File: src/rtl/cpu_ctrl_fsm.sv
// Multicycle CPU control unit: internal state register, Moore strobe decode, memory wait handshake.
// Optional build macro CTRL_MEM_TIMEOUT_EN bounds memory waits and traps to FAULT.
module cpu_ctrl_fsm #(
  parameter int IR_W    = 16,
  parameter int STATE_W = 4,
  parameter int CNT_W   = 3,
  parameter int TIMEOUT = 7
) (
  input  logic               clk,
  input  logic               rst,
  input  logic [IR_W-1:0]    IR,
  input  logic               C,
  input  logic               V,
  input  logic               S,
  input  logic               Z,
  input  logic               mem_ready,
  output logic               Lmar,
  output logic               Lir,
  output logic               Lbuff,
  output logic               Lpc,
  output logic               Lsp,
  output logic               Lreg,
  output logic               Lmdr,
  output logic               Tpc,
  output logic               Tmar,
  output logic               Tmdr,
  output logic               T1,
  output logic               Tbuff,
  output logic               Tsp,
  output logic               Treg,
  output logic               Tlabel,
  output logic               Tir,
  output logic               rd,
  output logic               wr,
  output logic               pc_inc,
  output logic [2:0]         fsel,
  output logic [CNT_W-1:0]   count,
  output logic [STATE_W-1:0] state_o,
  output logic               halted,
  output logic               illegal,
  output logic               fault
);

  typedef enum logic [STATE_W-1:0] {
    IDLE    = STATE_W'(0),
    F_ADDR  = STATE_W'(1),
    F_READ  = STATE_W'(2),
    F_IR    = STATE_W'(3),
    DECODE  = STATE_W'(4),
    ALU_OP  = STATE_W'(5),
    ALU_WB  = STATE_W'(6),
    M_ADDR  = STATE_W'(7),
    M_READ  = STATE_W'(8),
    M_WB    = STATE_W'(9),
    M_DATA  = STATE_W'(10),
    M_WRITE = STATE_W'(11),
    BRANCH  = STATE_W'(12),
    HALT    = STATE_W'(13),
    FAULT   = STATE_W'(14)
  } state_t;

  state_t           state, next_state;
  logic [CNT_W-1:0] count_nx;
  logic [3:0]       opcode;
  logic [2:0]       cond;
  logic             mem_st;
  logic             cond_ok;
  logic             timeout_hit;
  logic             unused_ir;
  logic             unused_cfg;

  assign opcode     = IR[IR_W-1 -: 4];
  assign cond       = IR[IR_W-5 -: 3];
  assign mem_st     = (state == F_READ) || (state == M_READ) || (state == M_WRITE);
  assign unused_ir  = ^IR[IR_W-8:0];
  assign unused_cfg = (count == CNT_W'(TIMEOUT));

`ifdef CTRL_MEM_TIMEOUT_EN
  assign timeout_hit = mem_st && !mem_ready && (count == CNT_W'(TIMEOUT));
`else
  assign timeout_hit = 1'b0;
`endif

  always_comb begin
    cond_ok = 1'b0;
    case (cond)
      3'b000:  cond_ok = 1'b1;
      3'b001:  cond_ok = Z;
      3'b010:  cond_ok = !Z;
      3'b011:  cond_ok = C;
      3'b100:  cond_ok = S;
      3'b101:  cond_ok = V;
      default: cond_ok = 1'b0;
    endcase
  end

  always_ff @(posedge clk) begin
    if (!rst) begin
      state <= IDLE;
      count <= '0;
    end else begin
      state <= next_state;
      count <= count_nx;
    end
  end

  always_comb begin
    next_state = state;
    if (timeout_hit) begin
      next_state = FAULT;
    end else begin
      case (state)
        IDLE:    next_state = F_ADDR;
        F_ADDR:  next_state = F_READ;
        F_READ:  if (mem_ready) next_state = F_IR;
        F_IR:    next_state = DECODE;
        DECODE: begin
          if (opcode[3] == 1'b0)  next_state = ALU_OP;
          else if (opcode == 4'h8 || opcode == 4'h9) next_state = M_ADDR;
          else if (opcode == 4'hA) next_state = BRANCH;
          else if (opcode == 4'hF) next_state = HALT;
          else                     next_state = F_ADDR;
        end
        ALU_OP:  next_state = ALU_WB;
        ALU_WB:  next_state = F_ADDR;
        M_ADDR:  next_state = (opcode == 4'h9) ? M_DATA : M_READ;
        M_READ:  if (mem_ready) next_state = M_WB;
        M_WB:    next_state = F_ADDR;
        M_DATA:  next_state = M_WRITE;
        M_WRITE: if (mem_ready) next_state = F_ADDR;
        BRANCH:  next_state = F_ADDR;
        HALT:    next_state = HALT;
        FAULT:   next_state = FAULT;
        default: next_state = IDLE;
      endcase
    end
  end

  // Counter clears whenever the state changes, so it reads 0 on entry to every state.
  always_comb begin
    count_nx = count;
    if (next_state != state)
      count_nx = '0;
    else if (mem_st && !mem_ready && count != '1)
      count_nx = count + 1'b1;
  end

  always_comb begin
    Lmar = 1'b0; Lir = 1'b0; Lbuff = 1'b0; Lpc = 1'b0; Lsp = 1'b0; Lreg = 1'b0; Lmdr = 1'b0;
    Tpc = 1'b0; Tmar = 1'b0; Tmdr = 1'b0; T1 = 1'b0; Tbuff = 1'b0; Tsp = 1'b0;
    Treg = 1'b0; Tlabel = 1'b0; Tir = 1'b0;
    rd = 1'b0; wr = 1'b0; pc_inc = 1'b0; fsel = '0;
    halted = 1'b0; illegal = 1'b0; fault = 1'b0;
    state_o = state;
    case (state)
      F_ADDR:  begin Tpc = 1'b1; Lmar = 1'b1; end
      F_READ:  begin rd = 1'b1; Lmdr = mem_ready; end
      F_IR:    begin Tmdr = 1'b1; Lir = 1'b1; Lpc = 1'b1; pc_inc = 1'b1; end
      DECODE:  illegal = (opcode >= 4'hB) && (opcode <= 4'hE);
      ALU_OP:  begin Treg = 1'b1; Lbuff = 1'b1; end
      ALU_WB:  begin Tbuff = 1'b1; Lreg = 1'b1; fsel = opcode[2:0]; end
      M_ADDR:  begin Tlabel = 1'b1; Lmar = 1'b1; end
      M_READ:  begin rd = 1'b1; Lmdr = mem_ready; end
      M_WB:    begin Tmdr = 1'b1; Lreg = 1'b1; end
      M_DATA:  begin Treg = 1'b1; Lmdr = 1'b1; end
      M_WRITE: wr = 1'b1;
      BRANCH:  begin Tlabel = cond_ok; Lpc = cond_ok; end
      HALT:    halted = 1'b1;
`ifdef CTRL_MEM_TIMEOUT_EN
      FAULT:   fault = 1'b1;
`endif
      default: ;
    endcase
  end

endmodule

File: config.mk
export PLATFORM = sky130hd
export DESIGN_NAME = cpu_ctrl_fsm
export DESIGN_NICKNAME = d
export VERILOG_FILES = /design/src/rtl/cpu_ctrl_fsm.sv
export SDC_FILE = /design/constraint.sdc
export NUM_CORES = 1
export LEC_CHECK = 0
export BUFFER_PORTS_ARGS = -buffer_cell sky130_fd_sc_hd__buf_4
export CAP_MARGIN = 20
export CORE_AREA = 2 2 50 52
export DETAILED_ROUTE_END_ITERATION = 8
export DIE_AREA = 0 0 52 54
export GPL_ROUTABILITY_DRIVEN = 1
export PLACE_DENSITY = 0.84
export SYNTH_ARGS = -nofsm -noshare
export SYNTH_HDL_FRONTEND = slang
export SYNTH_SLANG_ARGS = --single-unit
export TNS_END_PERCENT = 20
File: constraint.sdc
create_clock -name clk -period 1.55 [get_ports clk]
set_input_delay 0.31 -clock clk [delete_from_list [all_inputs] [get_ports clk]]
set_output_delay 0.31 -clock clk [all_outputs]
set_load 0.01 [all_outputs]
==> reports/results.tsv, run 1 <==
metric	value	unit
Placed Cells	180	
Post-synth ARST share	0	
Post-DP HPWL	1.68	mm
drt initial violations	20	
Clock transition at path regs	0.06	ns
ANT nets after route	0	
I/O pins	55	
Gate power share	0.507	
Critical path buffers and inverters	1	
EDFF count, synth	0	
Top FF cell, synth	dfxtp_1	
status	finished, violations left	
most frequent cells in the layout	buf_4 (46), nor2_1 (8), nand2_1 (7)	
Hold Crit Class	primary input to flop	
sequential share of the synthesized area	0.172	
critical path type	flop to output pin	
postcts setup bufs	0	
largest net degree at the start of global routing	24	
Yosys cell types	44	
Placer Congestion	0.828	
Hold WS	0.300	ns
final worst slack	-0.380	ns
part of the power in registers	0.264	
Synth area leaders	dfxtp_1 (17%), buf_4 (6.4%), a22o_1 (4.3%), nor3_1 (4.3%), xnor2_1 (4.3%)	
Fin. Hold Viols	0	
peak supply drop	0.000304	V
power density cells	618	nW/um^2
vias per cell	5.26	
DR pass1 iterations	7	
port bufs	39	
failing checks	negative setup slack	
Crit Path Max Fanout	3	
CTS sink count	7	
Cell Chain, Critical Path	or3b_4, or2_1, o32ai_2, o21a_1, buf_6	
DIE AREA	2810	sq um
initial antenna violation count	0	
Area Growth Syn to Fin	49.2	%
Inserted Clock Buffers	3	
startpoint types	flop	
drt wl/cell	11.8	um
Final period util	1.24	
diode count	0	
global-route wire length before repair	3.44	mm
warning count from the yosys run	0	
Switching Fraction	0.378	
Fin Clk Skew	0.0104	ns
NetSw	285	uW
# DRC	0	
vias	968	
crit path DAT	1.62	ns
Post-Layout Cell Count	184	
Final nets	180	
synthesized area per cell	7.22	sq um
delay-heaviest family, CP	simple AND/OR/NAND/NOR gates	
slowest stage cell, crit path	or3b_4	
core footprint	2320	sq um
clock power share	0.229	
RSZ-0062 raised after global routing	true	
Post-Syn Instances	113	
Die W	52	um
largest area contributor in the synthesized netlist	dfxtp_1	
CTS root buffer	clkbuf_4	
fill cell count	206	
fin. max-slew vios	0	
Tmin final	1.93	ns
most common cell after layout, fill and taps aside	buf_4	
die height	54	um
Longest Clk Path Bufs	2	
Worst path max stage delay	0.41	ns
total track usage	0.160	
Yosys top cell area share	0.172	
flops & latches, synth	7	
critical path endpoint category	output pin	
Max Freq	518	MHz
Clock Latency Late Sink	0.26	ns
Max Cap Viol	0	
Initial Util	0.352	
layout cells sized above 1	0.416	
FF/Latch Area	143	sq um
number of global-route vias before repair	829	
Worst Path Required	1.24	ns
synthesized area	816	sq um
Int Power	468	uW
Leak	0.551	nW
number of H-tree levels	1	
DRT Wirelength	2.17	mm
CTS tree	done	
area of the multi-input gates	632	sq um
total grt overflow	0	
Site Rows	18	
Setup Viol. Count Final	21	
metal layers:
layer	part of all wire	up-vias	GRT usage	routed length, um
met5	0	-	0	0
met1	0.40	446	0.185	859
li1	-	483	-	-
met4	0.015	0	0.0789	33
met2	0.54	35	0.293	1170
met3	0.052	4	0.0167	114
kinds of logic (layout without fill, tap and decap cells):
| kind of cell | Yosys count | in the layout | synth area share |
|---|---|---|---|
| other cells | 1 | 6 | 0.00460 |
| xor+xnor | 6 | 6 | 0.0644 |
| mux | 2 | 2 | 0.0261 |
| compound gates | 32 | 32 | 0.278 |
| flops | 7 | 7 | 0.172 |
| fa+ha+maj | 2 | 2 | 0.0307 |
| simple gates | 45 | 45 | 0.298 |
| buf+inv | 18 | 54 | 0.127 |
through the flow:
step           setup WS, ns   util  setup TNS, ns  instance area (sq um)  power, mW
2_1_floorplan       -0.0864      -         -0.331                    857      0.449
3_3_place_gp        -0.0449  0.498        -0.0860                   1160      0.561
3_5_place_dp        -0.0796  0.498         -0.238                   1160      0.569
4_1_cts              -0.358  0.522          -2.43                   1210      0.755
5_1_grt              -0.439  0.525          -4.00                   1220      0.801
6_report             -0.380  0.525          -2.45                   1220      0.753
cell usage after synthesis (3+ instances only):
master    n
nor2_1    9
buf_4     7
dfxtp_1   7
nand2_1   7
nor3_1    7
a21oi_1   5
o21ai_0   5
a22o_1    4
clkbuf_1  4
nand2b_1  4
xnor2_1   4
a31oi_1   3
and2_1    3
nand3_1   3
sequential cells by signal (all words and copies together), names as in the netlist:
name,flops
state_o,4
count,3
layout make-up:
| class | count | share of cell area |
|---|---|---|
| tap | 30 | 0.0308 |
| clock buffer | 4 | 0.0216 |
| inverter | 2 | 0.00617 |
| multi-input combinational | 93 | 0.519 |
| timing repair buffer | 48 | 0.305 |
| sequential | 7 | 0.117 |
repair_timing:
action | 4_1_cts | 5_1_grt
hold buffers | 0 | 0
endpoints found under the setup margin | 21 | 22
pin swaps | 1 | 1
gates resized for setup | 9 | 3
power by group through the flow:
stage	sequential [mW]	combinational, mW	clock (mW)
after floorplan	0.211	0.238	0
after global placement	0.201	0.360	0
after detailed placement	0.201	0.367	0
after CTS	0.199	0.380	0.177
after global routing	0.200	0.415	0.186
final	0.199	0.381	0.173
path summary, 6_finish.rpt:
check             start    endpoint  slack [ns]  cells after the start
max reg2reg  state_o[1]    count[0]       -0.04                      5
min                 rst  state_o[1]        0.30                      2
min reg2reg    count[1]    count[1]        0.51                      2
max          state_o[1]      Tlabel       -0.38                      5
Power figures use the tool's default switching activity.
==> inputs of run 2 (changes only) <==
--- a/config.mk
+++ b/config.mk
@@ -7,12 +7,12 @@
 export LEC_CHECK = 0
 export BUFFER_PORTS_ARGS = -buffer_cell sky130_fd_sc_hd__buf_4
 export CAP_MARGIN = 20
-export CORE_AREA = 2 2 50 52
+export CORE_AREA = 2 2 47 49
 export DETAILED_ROUTE_END_ITERATION = 8
-export DIE_AREA = 0 0 52 54
+export DIE_AREA = 0 0 49 51
 export GPL_ROUTABILITY_DRIVEN = 1
-export PLACE_DENSITY = 0.84
+export PLACE_DENSITY = 0.9
 export SYNTH_ARGS = -nofsm -noshare
 export SYNTH_HDL_FRONTEND = slang
 export SYNTH_SLANG_ARGS = --single-unit
-export TNS_END_PERCENT = 20
+export TNS_END_PERCENT = 100
==> constraint.sdc (replaced) <==
create_clock -name clk -period 2.41 [get_ports clk]
set_input_delay 0.482 -clock clk [delete_from_list [all_inputs] [get_ports clk]]
set_output_delay 0.482 -clock clk [all_outputs]
set_load 0.01 [all_outputs]
==> run 2 against run 1 <==
  * The flow now finishes without violations
  * Utilization grew 1.9 points
  * Count of clock-buffer cells in the layout is the same
  * First-iteration DRC count shrank 10%
  * Total power shrank 38%
  * Via count shrank 0.52%
  * Clock power shrank 33%
  * Critical path depth is the same
  * Critical path type unchanged
  * Highest routed layer unchanged
==> reports/results.tsv, run 2 (synthesis results as in run 1) <==
metric	value	unit
status	completed	
Longest Clk Path Bufs	2	
Post-Layout Cell Count	177	
Die W	49	um
postcts setup bufs	0	
CTS Hold Bufs	0	
# DRC	0	
die height	51	um
DR pass1 iterations	5	
DIE AREA	2500	sq um
most common cell after layout, fill and taps aside	buf_4	
Hold WS	0.480	ns
final setup TNS	0	ns
Fin. Hold Viols	0	
core footprint	2060	sq um
Final period util	0.917	
Tmin final	2.21	ns
RSZ-0062 raised after global routing	false	
Fin Clk Skew	0.00137	ns
Inserted Clock Buffers	3	
CTS sink count	7	
largest net degree at the start of global routing	24	
PostCTS Resize Cnt	0	
power density cells	418	nW/um^2
Design Area, Final	1120	sq um
critical path endpoint category	output pin	
diode count	0	
I/O pins	55	
Final nets	175	
ANT nets after route	0	
Post-DP HPWL	1.66	mm
initial antenna violation count	0	
Clock Latency Late Sink	0.26	ns
number of global-route vias before repair	840	
number of H-tree levels	1	
global-route wire length before repair	3.44	mm
peak supply drop	0.000238	V
Leak	0.516	nW
fin. max-slew vios	0	
Hold Crit Class	primary input to flop	
Clock transition at path regs	0.06	ns
Placed Cells	173	
CTS root buffer	clkbuf_4	
Placer Congestion	0.837	
total track usage	0.174	
Initial Util	0.395	
Max Cap Viol	0	
Setup Viol. Count Final	0	
drt wl/cell	11.9	um
Worst Path Required	1.93	ns
most frequent cells in the layout	buf_4 (43), nor2_1 (9), nand2_1 (7), nor3_1 (7), dfxtp_1 (7)	
CTS tree	done	
vias	963	
vias per cell	5.44	
dpl cell area	1100	sq um
max FFs per register	4	
layout cells sized above 1	0.342	
startpoint types	flop	
critical path type	flop to output pin	
DRT Wirelength	2.10	mm
total grt overflow	0	
Crit Path Max Fanout	7	
Site Rows	17	
port bufs	39	
Area Growth Syn to Fin	37.6	%
Max Freq	453	MHz
drt initial violations	18	
crit path DAT	1.73	ns
==> run 2: routing by layer <==
metal / GRT usage / up-vias / wire, um
li1: - / 472 / -
met1: 0.190 / 449 / 836
met2: 0.320 / 37 / 1110
met3: 0.0351 / 5 / 119
met4: 0.0857 / 0 / 36
met5: 0 / - / 0
==> run 2: power by group <==
part	leakage, nW	total, mW	internal [mW]	switching, mW
Sequential	0.0569	0.133	0.123	0.0107
Combinational	0.445	0.220	0.102	0.118
Clock	0.0150	0.116	0.0638	0.0523
==> run 2: area by class of cell <==
cell class,instances,area (sq um)
fillers,201,941
inverters,2,7.51
multi-input cells,93,591
repair buffers,43,323
clock buffers,4,26.3
flip-flops and latches,7,140
well taps,28,35.0
==> run 2: final timing paths <==
path              cells past startpoint          to  startpoint  slack (ns)
setup / recovery                      5      Tlabel  state_o[0]        0.20
hold / removal                        2  state_o[1]         rst        0.48
setup reg to reg                      5    count[2]  state_o[0]        0.76
hold reg to reg                       2    count[2]    count[2]        0.51
==> run 2: through the flow <==
step,total power [mW],setup slack [ns],utilization
floorplan,0.285,0.390,-
global placement,0.348,0.518,0.531
detailed placement,0.355,0.480,0.531
CTS,0.468,0.206,0.544
global route,0.498,0.131,0.544
finish,0.469,0.201,0.544
==> run 2: critical path, cell delays in order (launching register included) <==
cell     delay (ns)
dfxtp_1        0.37
or3b_4         0.41
or2_1          0.22
o32ai_1        0.17
o21a_1         0.18
buf_4          0.11
